## config.mk

```make
export PLATFORM = sky130hd
export DESIGN_NAME = servo_pwm_slew
export DESIGN_NICKNAME = d
export VERILOG_FILES = /design/src/rtl/servo_pkg.sv /design/src/rtl/pwm_frame_timer.sv /design/src/rtl/servo_pwm_slew.sv
export SDC_FILE = /design/constraint.sdc
export NUM_CORES = 1
export LEC_CHECK = 0
export CORE_MARGIN = 2
export CORE_UTILIZATION = 35
export DETAILED_ROUTE_END_ITERATION = 12
export PLACE_DENSITY_LB_ADDON = 0.08
export SLEW_MARGIN = 20
export SYNTH_ARGS = -nofsm -noshare
export SYNTH_HDL_FRONTEND = slang
export SYNTH_SLANG_ARGS = --single-unit
```

## constraint.sdc

```tcl
create_clock -name clk -period 13.2 [get_ports clk]
set_input_delay 2.64 -clock clk [delete_from_list [all_inputs] [get_ports clk]]
set_output_delay 2.64 -clock clk [all_outputs]
set_load 0.02 [all_outputs]
```

## src/rtl/servo_pkg.sv

```systemverilog
// Shared definitions for the servo PWM slew block: widths, default timing,
// slew-state encoding and the pulse-length helper.
package servo_pkg;

  localparam int ANGLE_W = 9;
  localparam int CNT_W   = 21;

  localparam int PERIOD_CYC_D  = 2000000;
  localparam int MIN_CYC_D     = 100000;
  localparam int CYC_PER_DEG_D = 278;
  localparam int MAX_DEG_D     = 360;
  localparam int STEP_DEG_D    = 24;
  localparam int INIT_DEG_D    = 0;

  typedef enum logic [1:0] {
    SETTLED   = 2'd0,
    RAMP_UP   = 2'd1,
    RAMP_DOWN = 2'd2
  } slew_state_t;

  // Full-width product: 360 deg * 278 cyc + 100000 still fits in CNT_W bits.
  function automatic logic [CNT_W-1:0] pulse_cycles(
    input logic [ANGLE_W-1:0] deg,
    input logic [CNT_W-1:0]   min_cyc,
    input logic [CNT_W-1:0]   per_deg
  );
    logic [CNT_W-1:0] deg_w;
    deg_w = CNT_W'(deg);
    return min_cyc + (deg_w * per_deg);
  endfunction

endpackage

```

## src/rtl/pwm_frame_timer.sv

```systemverilog
// Frame counter, frame_start strobe and registered PWM compare against a
// pulse length latched once per frame at the boundary cycle.
module pwm_frame_timer
  import servo_pkg::*;
#(
  parameter int               PERIOD_CYC = PERIOD_CYC_D,
  parameter logic [CNT_W-1:0] INIT_PULSE = 21'd100000
) (
  input  logic             clk,
  input  logic             reset,
  input  logic             enable,
  input  logic [CNT_W-1:0] pulse_len_nxt,
  output logic             boundary,
  output logic             pwm,
  output logic             frame_start
);

  localparam logic [CNT_W-1:0] LAST_CNT = CNT_W'(PERIOD_CYC - 1);

  logic [CNT_W-1:0] cnt_r;
  logic [CNT_W-1:0] pulse_len_r;
  logic             enable_r;
  logic             pwm_r;
  logic             frame_start_r;
  logic             boundary_s;

  assign boundary_s  = (cnt_r == LAST_CNT);
  assign boundary    = boundary_s;
  assign pwm         = pwm_r;
  assign frame_start = frame_start_r;

  // Counter, strobe and pulse compare; a new pulse length only lands at the wrap.
  always_ff @(posedge clk) begin
    if (reset) begin
      cnt_r         <= 21'd0;
      pulse_len_r   <= INIT_PULSE;
      enable_r      <= 1'b0;
      pwm_r         <= 1'b0;
      frame_start_r <= 1'b0;
    end else begin
      cnt_r         <= boundary_s ? 21'd0 : (cnt_r + 21'd1);
      frame_start_r <= boundary_s;
      enable_r      <= enable;
      pwm_r         <= enable_r && (cnt_r < pulse_len_r);
      if (boundary_s) begin
        pulse_len_r <= pulse_len_nxt;
      end
    end
  end

endmodule

```

## src/rtl/servo_pwm_slew.sv

```systemverilog
// 50 Hz servo PWM driver with per-frame angle slew limiting.
// Optional feature macro: SERVO_SLEW_EN (defined = slew FSM, undefined = jump to target).
module servo_pwm_slew
  import servo_pkg::*;
#(
  parameter int PERIOD_CYC  = PERIOD_CYC_D,
  parameter int MIN_CYC     = MIN_CYC_D,
  parameter int CYC_PER_DEG = CYC_PER_DEG_D,
  parameter int MAX_DEG     = MAX_DEG_D,
  parameter int STEP_DEG    = STEP_DEG_D,
  parameter int INIT_DEG    = INIT_DEG_D
) (
  input  logic               clk,
  input  logic               reset,
  input  logic [ANGLE_W-1:0] angle,
  input  logic               enable,
  output logic               pwm,
  output logic [ANGLE_W-1:0] cur_angle,
  output logic               settled,
  output logic               frame_start
);

  localparam logic [ANGLE_W-1:0] MAX_A   = ANGLE_W'(MAX_DEG);
  localparam logic [ANGLE_W-1:0] STEP_A  = ANGLE_W'(STEP_DEG);
  localparam logic [ANGLE_W-1:0] INIT_A  = ANGLE_W'(INIT_DEG);
  localparam logic [CNT_W-1:0]   MIN_W   = CNT_W'(MIN_CYC);
  localparam logic [CNT_W-1:0]   PER_W   = CNT_W'(CYC_PER_DEG);
  localparam logic [CNT_W-1:0]   INIT_PL = pulse_cycles(INIT_A, MIN_W, PER_W);

  if (STEP_DEG <= 0) begin : g_step_chk
    $error("servo_pwm_slew: STEP_DEG must be a positive number of degrees");
  end

  logic               boundary_s;
  logic [ANGLE_W-1:0] tgt_s;
  logic [ANGLE_W-1:0] cur_r;
  logic [ANGLE_W-1:0] cur_nxt_s;
  logic [CNT_W-1:0]   pulse_nxt_s;

  assign tgt_s       = (angle > MAX_A) ? MAX_A : angle;
  assign cur_angle   = cur_r;
  assign pulse_nxt_s = pulse_cycles(cur_nxt_s, MIN_W, PER_W);

`ifdef SERVO_SLEW_EN
  slew_state_t        state_r;
  slew_state_t        state_nxt_s;
  logic [ANGLE_W-1:0] up_diff_s;
  logic [ANGLE_W-1:0] dn_diff_s;
  logic [ANGLE_W-1:0] up_cur_s;
  logic [ANGLE_W-1:0] dn_cur_s;
  logic               settled_r;

  // Each difference is only consumed on the side where the comparison makes it non-negative.
  always_comb begin
    up_diff_s = tgt_s - cur_r;
    dn_diff_s = cur_r - tgt_s;
    up_cur_s  = cur_r + ((up_diff_s < STEP_A) ? up_diff_s : STEP_A);
    dn_cur_s  = cur_r - ((dn_diff_s < STEP_A) ? dn_diff_s : STEP_A);
  end

  // Slew next-state: step toward the target at the boundary, reversing immediately if it moves.
  always_comb begin
    state_nxt_s = state_r;
    cur_nxt_s   = cur_r;
    if (boundary_s) begin
      case (state_r)
        SETTLED, RAMP_UP, RAMP_DOWN: begin
          if (tgt_s > cur_r) begin
            cur_nxt_s   = up_cur_s;
            state_nxt_s = (up_cur_s == tgt_s) ? SETTLED : RAMP_UP;
          end else if (tgt_s < cur_r) begin
            cur_nxt_s   = dn_cur_s;
            state_nxt_s = (dn_cur_s == tgt_s) ? SETTLED : RAMP_DOWN;
          end else begin
            state_nxt_s = SETTLED;
          end
        end
        default: begin
          state_nxt_s = SETTLED;
          cur_nxt_s   = cur_r;
        end
      endcase
    end else begin
      state_nxt_s = state_r;
      cur_nxt_s   = cur_r;
    end
  end

  // Slew state, driven angle and settled flag.
  always_ff @(posedge clk) begin
    if (reset) begin
      state_r   <= SETTLED;
      cur_r     <= INIT_A;
      settled_r <= 1'b1;
    end else begin
      state_r   <= state_nxt_s;
      cur_r     <= cur_nxt_s;
      settled_r <= (state_nxt_s == SETTLED);
    end
  end

  assign settled = settled_r;
`else
  // Without slew limiting the target is taken as-is at every boundary.
  always_comb begin
    cur_nxt_s = cur_r;
    if (boundary_s) begin
      cur_nxt_s = tgt_s;
    end else begin
      cur_nxt_s = cur_r;
    end
  end

  // Driven angle register.
  always_ff @(posedge clk) begin
    if (reset) begin
      cur_r <= INIT_A;
    end else begin
      cur_r <= cur_nxt_s;
    end
  end

  assign settled = 1'b1;
`endif

  pwm_frame_timer #(
    .PERIOD_CYC (PERIOD_CYC),
    .INIT_PULSE (INIT_PL)
  ) u_timer (
    .clk           (clk),
    .reset         (reset),
    .enable        (enable),
    .pulse_len_nxt (pulse_nxt_s),
    .boundary      (boundary_s),
    .pwm           (pwm),
    .frame_start   (frame_start)
  );

endmodule

```

==> out/metrics.cfg <==
[yosys]
ys_top_cells_by_count = ha_1 (58), inv_1 (54), dfxtp_1 (51)
ys_seq_area_share_pct = 27.3
ys_ff_latch = 51
syn-mean-instance-area_sq_um = 8.46
ys_types = 47
synth_largest_area_cell = dfxtp_1
netlist_area_sq_um = 3740
synth_nets = 521
netlist.area_leader.share_pct = 27.3
synthFlopType = dfxtp_1
synth_edf_count = 0
async_reset_ff_share_pct = 0
ys_warn_count = 0
synth_most_common_cell = ha_1
synthTopCellsByArea = dfxtp_1 (27%), ha_1 (19%), inv_1 (5.4%)
synthCells = 442

[placed_design]
pre_cts_slack_ns = 5.27
dpl.cell_count = 591
dp_hpwl_microns = 6480
gp_congestion = 0.802
io_buffers = 22

[floorplan]
die_y_microns = 107
die_w_microns = 107
fp-row-count = 37
core_area_sq_um = 10400
dieArea_sq_um = 11500
ios = 24
start_util_pct = 36.1

[global_route]
antenna_found_initial = 0
grt_max_degree = 21
track_usage_pct = 15.5
grt_pass1_vias = 2954
gr-total-overflow = 0
grt_pass1_wl_microns = 14300

[clock_network]
clkLatencyLatePin_ns = 0.31
clock-sinks = 51
numCtsBuffers = 5
ctsResizeCount = 0
cts_tree = yes
cts-root-buf = clkbuf_8
post_cts_buffers = 0
cts.clk_slew.worst_paths_ns = 0.10
ctsHoldBuffers = 0
htree_num_levels = 2
clock_path_buffers = 2

[timing]
fin_skew_ns = 0.0135
rsz0062_at_grt = no
tightest_slew_ns = 0.695
slew_violations = 0
slew_headroom_pct = 53.5
fin_crit_sh_pct = 57.6
setup_slack_ns = 5.60
maxClockFrequency_mhz = 132
hold_viol = 0
period_needed_ns = 7.60
setup_viol = 0
setup_tns_ns = 0

[run_status]
outcome = complete, no violations

[critical_path]
endpoint_kind = register
crit_fanout = 7
crit_required_ns = 13.47
worstPathArrival_ns = 7.87
start_kind = input pin
critical_path_class = in -> reg

[cells_and_area]
final-instance-count-excl-fill = 599
fin_nets = 541
multi_input_area_sq_um = 2470
fillers = 1110
seq_area_sq_um = 1020
areaGrowthSynthToFinish_pct = 13.0
diodes = 0
drive_above_1_share_pct = 3.89

[routing]
drtIter0Drc = 78
drc = 0
dr.pass1.iters = 4
drt-total-wl_microns = 8140
ant_nets = 0
via_count = 2959
via_per_inst = 4.94
wl_per_cell_microns = 13.6

[pwr]
power.leakage_uw = 0.00199
cellPowerDensity_nw_per_um2 = 67.4
peakVddDrop_v = 0.0000359

[worst_hold_path]
min_path_type = reg -> reg

[run]
drv_cap = 0

power breakdown:
part / switching [uW] / internal (uW) / total, uW
registers: 0.986 / 155 / 156
logic: 5.18 / 5.02 / 10.2
clock network: 56.4 / 62.5 / 119
through the flow:
step / utilization, % / instance area, sq um / hold slack [ns] / power, uW
2_1_floorplan: - / 3740 / 0.410 / 164
3_3_place_gp: 39.6 / 4100 / 0.444 / 170
3_5_place_dp: 39.6 / 4100 / 0.446 / 170
5_1_grt: 40.7 / 4230 / 0.486 / 298
4_1_cts: 40.7 / 4230 / 0.458 / 290
6_report: 40.7 / 4230 / 0.452 / 285
cells in the final DEF, fill, tap and decap left out, types with 3 or more instances in the layout:
| master | instances |
|---|---|
| nor3_1 | 4 |
| fa_1 | 9 |
| nor2_1 | 34 |
| nor2b_1 | 4 |
| o21ai_0 | 16 |
| o22a_1 | 3 |
| xor2_1 | 18 |
| xnor2_1 | 20 |
| nand3_1 | 10 |
| and3_1 | 10 |
| a221oi_1 | 3 |
| a211oi_1 | 6 |
| clkdlybuf4s50_1 | 22 |
| a21oi_1 | 25 |
| ha_1 | 58 |
| inv_1 | 54 |
| nand4_1 | 4 |
| a21o_1 | 13 |
| clkbuf_8 | 6 |
| o211ai_1 | 3 |
| and2_1 | 9 |
| a22o_1 | 3 |
| nand2_1 | 46 |
| dfxtp_1 | 51 |
registers in the layout (all words and copies together), names as in the netlist:
| register | cells |
|---|---|
| u_timer.pwm | 1 |
| u_timer.cnt_r | 21 |
| u_timer.frame_start | 1 |
| u_timer.enable_r | 1 |
| cur_angle | 9 |
| u_timer.pulse_len_r | 18 |
cells by family after synthesis:
logic type      after synthesis  share of synthesized area (%)
flops                        51                           27.3
mux                           1                          0.401
other cells                   1                          0.100
compound gates               81                           14.4
fa+ha+maj                    67                           24.2
buf+inv                      65                           6.66
xor+xnor                     38                           8.90
simple gates                138                           18.0
critical path, stage by stage:
cell and delay, ns:
clkdlybuf4s50_1 0.42, or3_1 0.37, a21oi_1 0.15, nor2_1 0.06
o21ai_0 0.19, nand2_1 0.14, o22a_1 0.29, ha_1 0.33
ha_1 0.28, inv_1 0.05, fa_1 0.53, inv_1 0.04
ha_1 0.36, a21o_1 0.21, a221o_1 0.38, o21ai_0 0.37
nand2_1 0.21, a21oi_1 0.29, a31oi_1 0.17, a211oi_1 0.27
a31o_2 0.13
layer usage:
layer	GRT usage (%)	share of wire (%)	vias up
met5	0	0	-
met4	3.66	1.0	0
met3	2.24	2.5	6
met2	24.2	43	27
met1	22.4	54	1385
li1	-	-	1541
path summary, 6_finish.rpt:
path / from / endpoint / slack, ns / depth (start not counted)
worst min register to register: u_timer.pulse_len_r[2] / u_timer.pulse_len_r[2] / 0.45 / 2
worst max register to register: u_timer.cnt_r[0] / u_timer.pulse_len_r[18] / 7.14 / 19
worst min-delay path: u_timer.pulse_len_r[2] / u_timer.pulse_len_r[2] / 0.45 / 2
worst max-delay path: angle[0] / u_timer.pulse_len_r[18] / 5.60 / 21
layout make-up:
type                    count  share of cell area, %
clock buffers               6                   1.95
repair buffers             24                   5.57
flip-flops and latches     51                   24.2
clock inverters             2                  0.918
multi-input cells         326                   58.6
inverters                  54                   4.80
well taps                 136                   4.03
(Power assumes the default switching activity.)
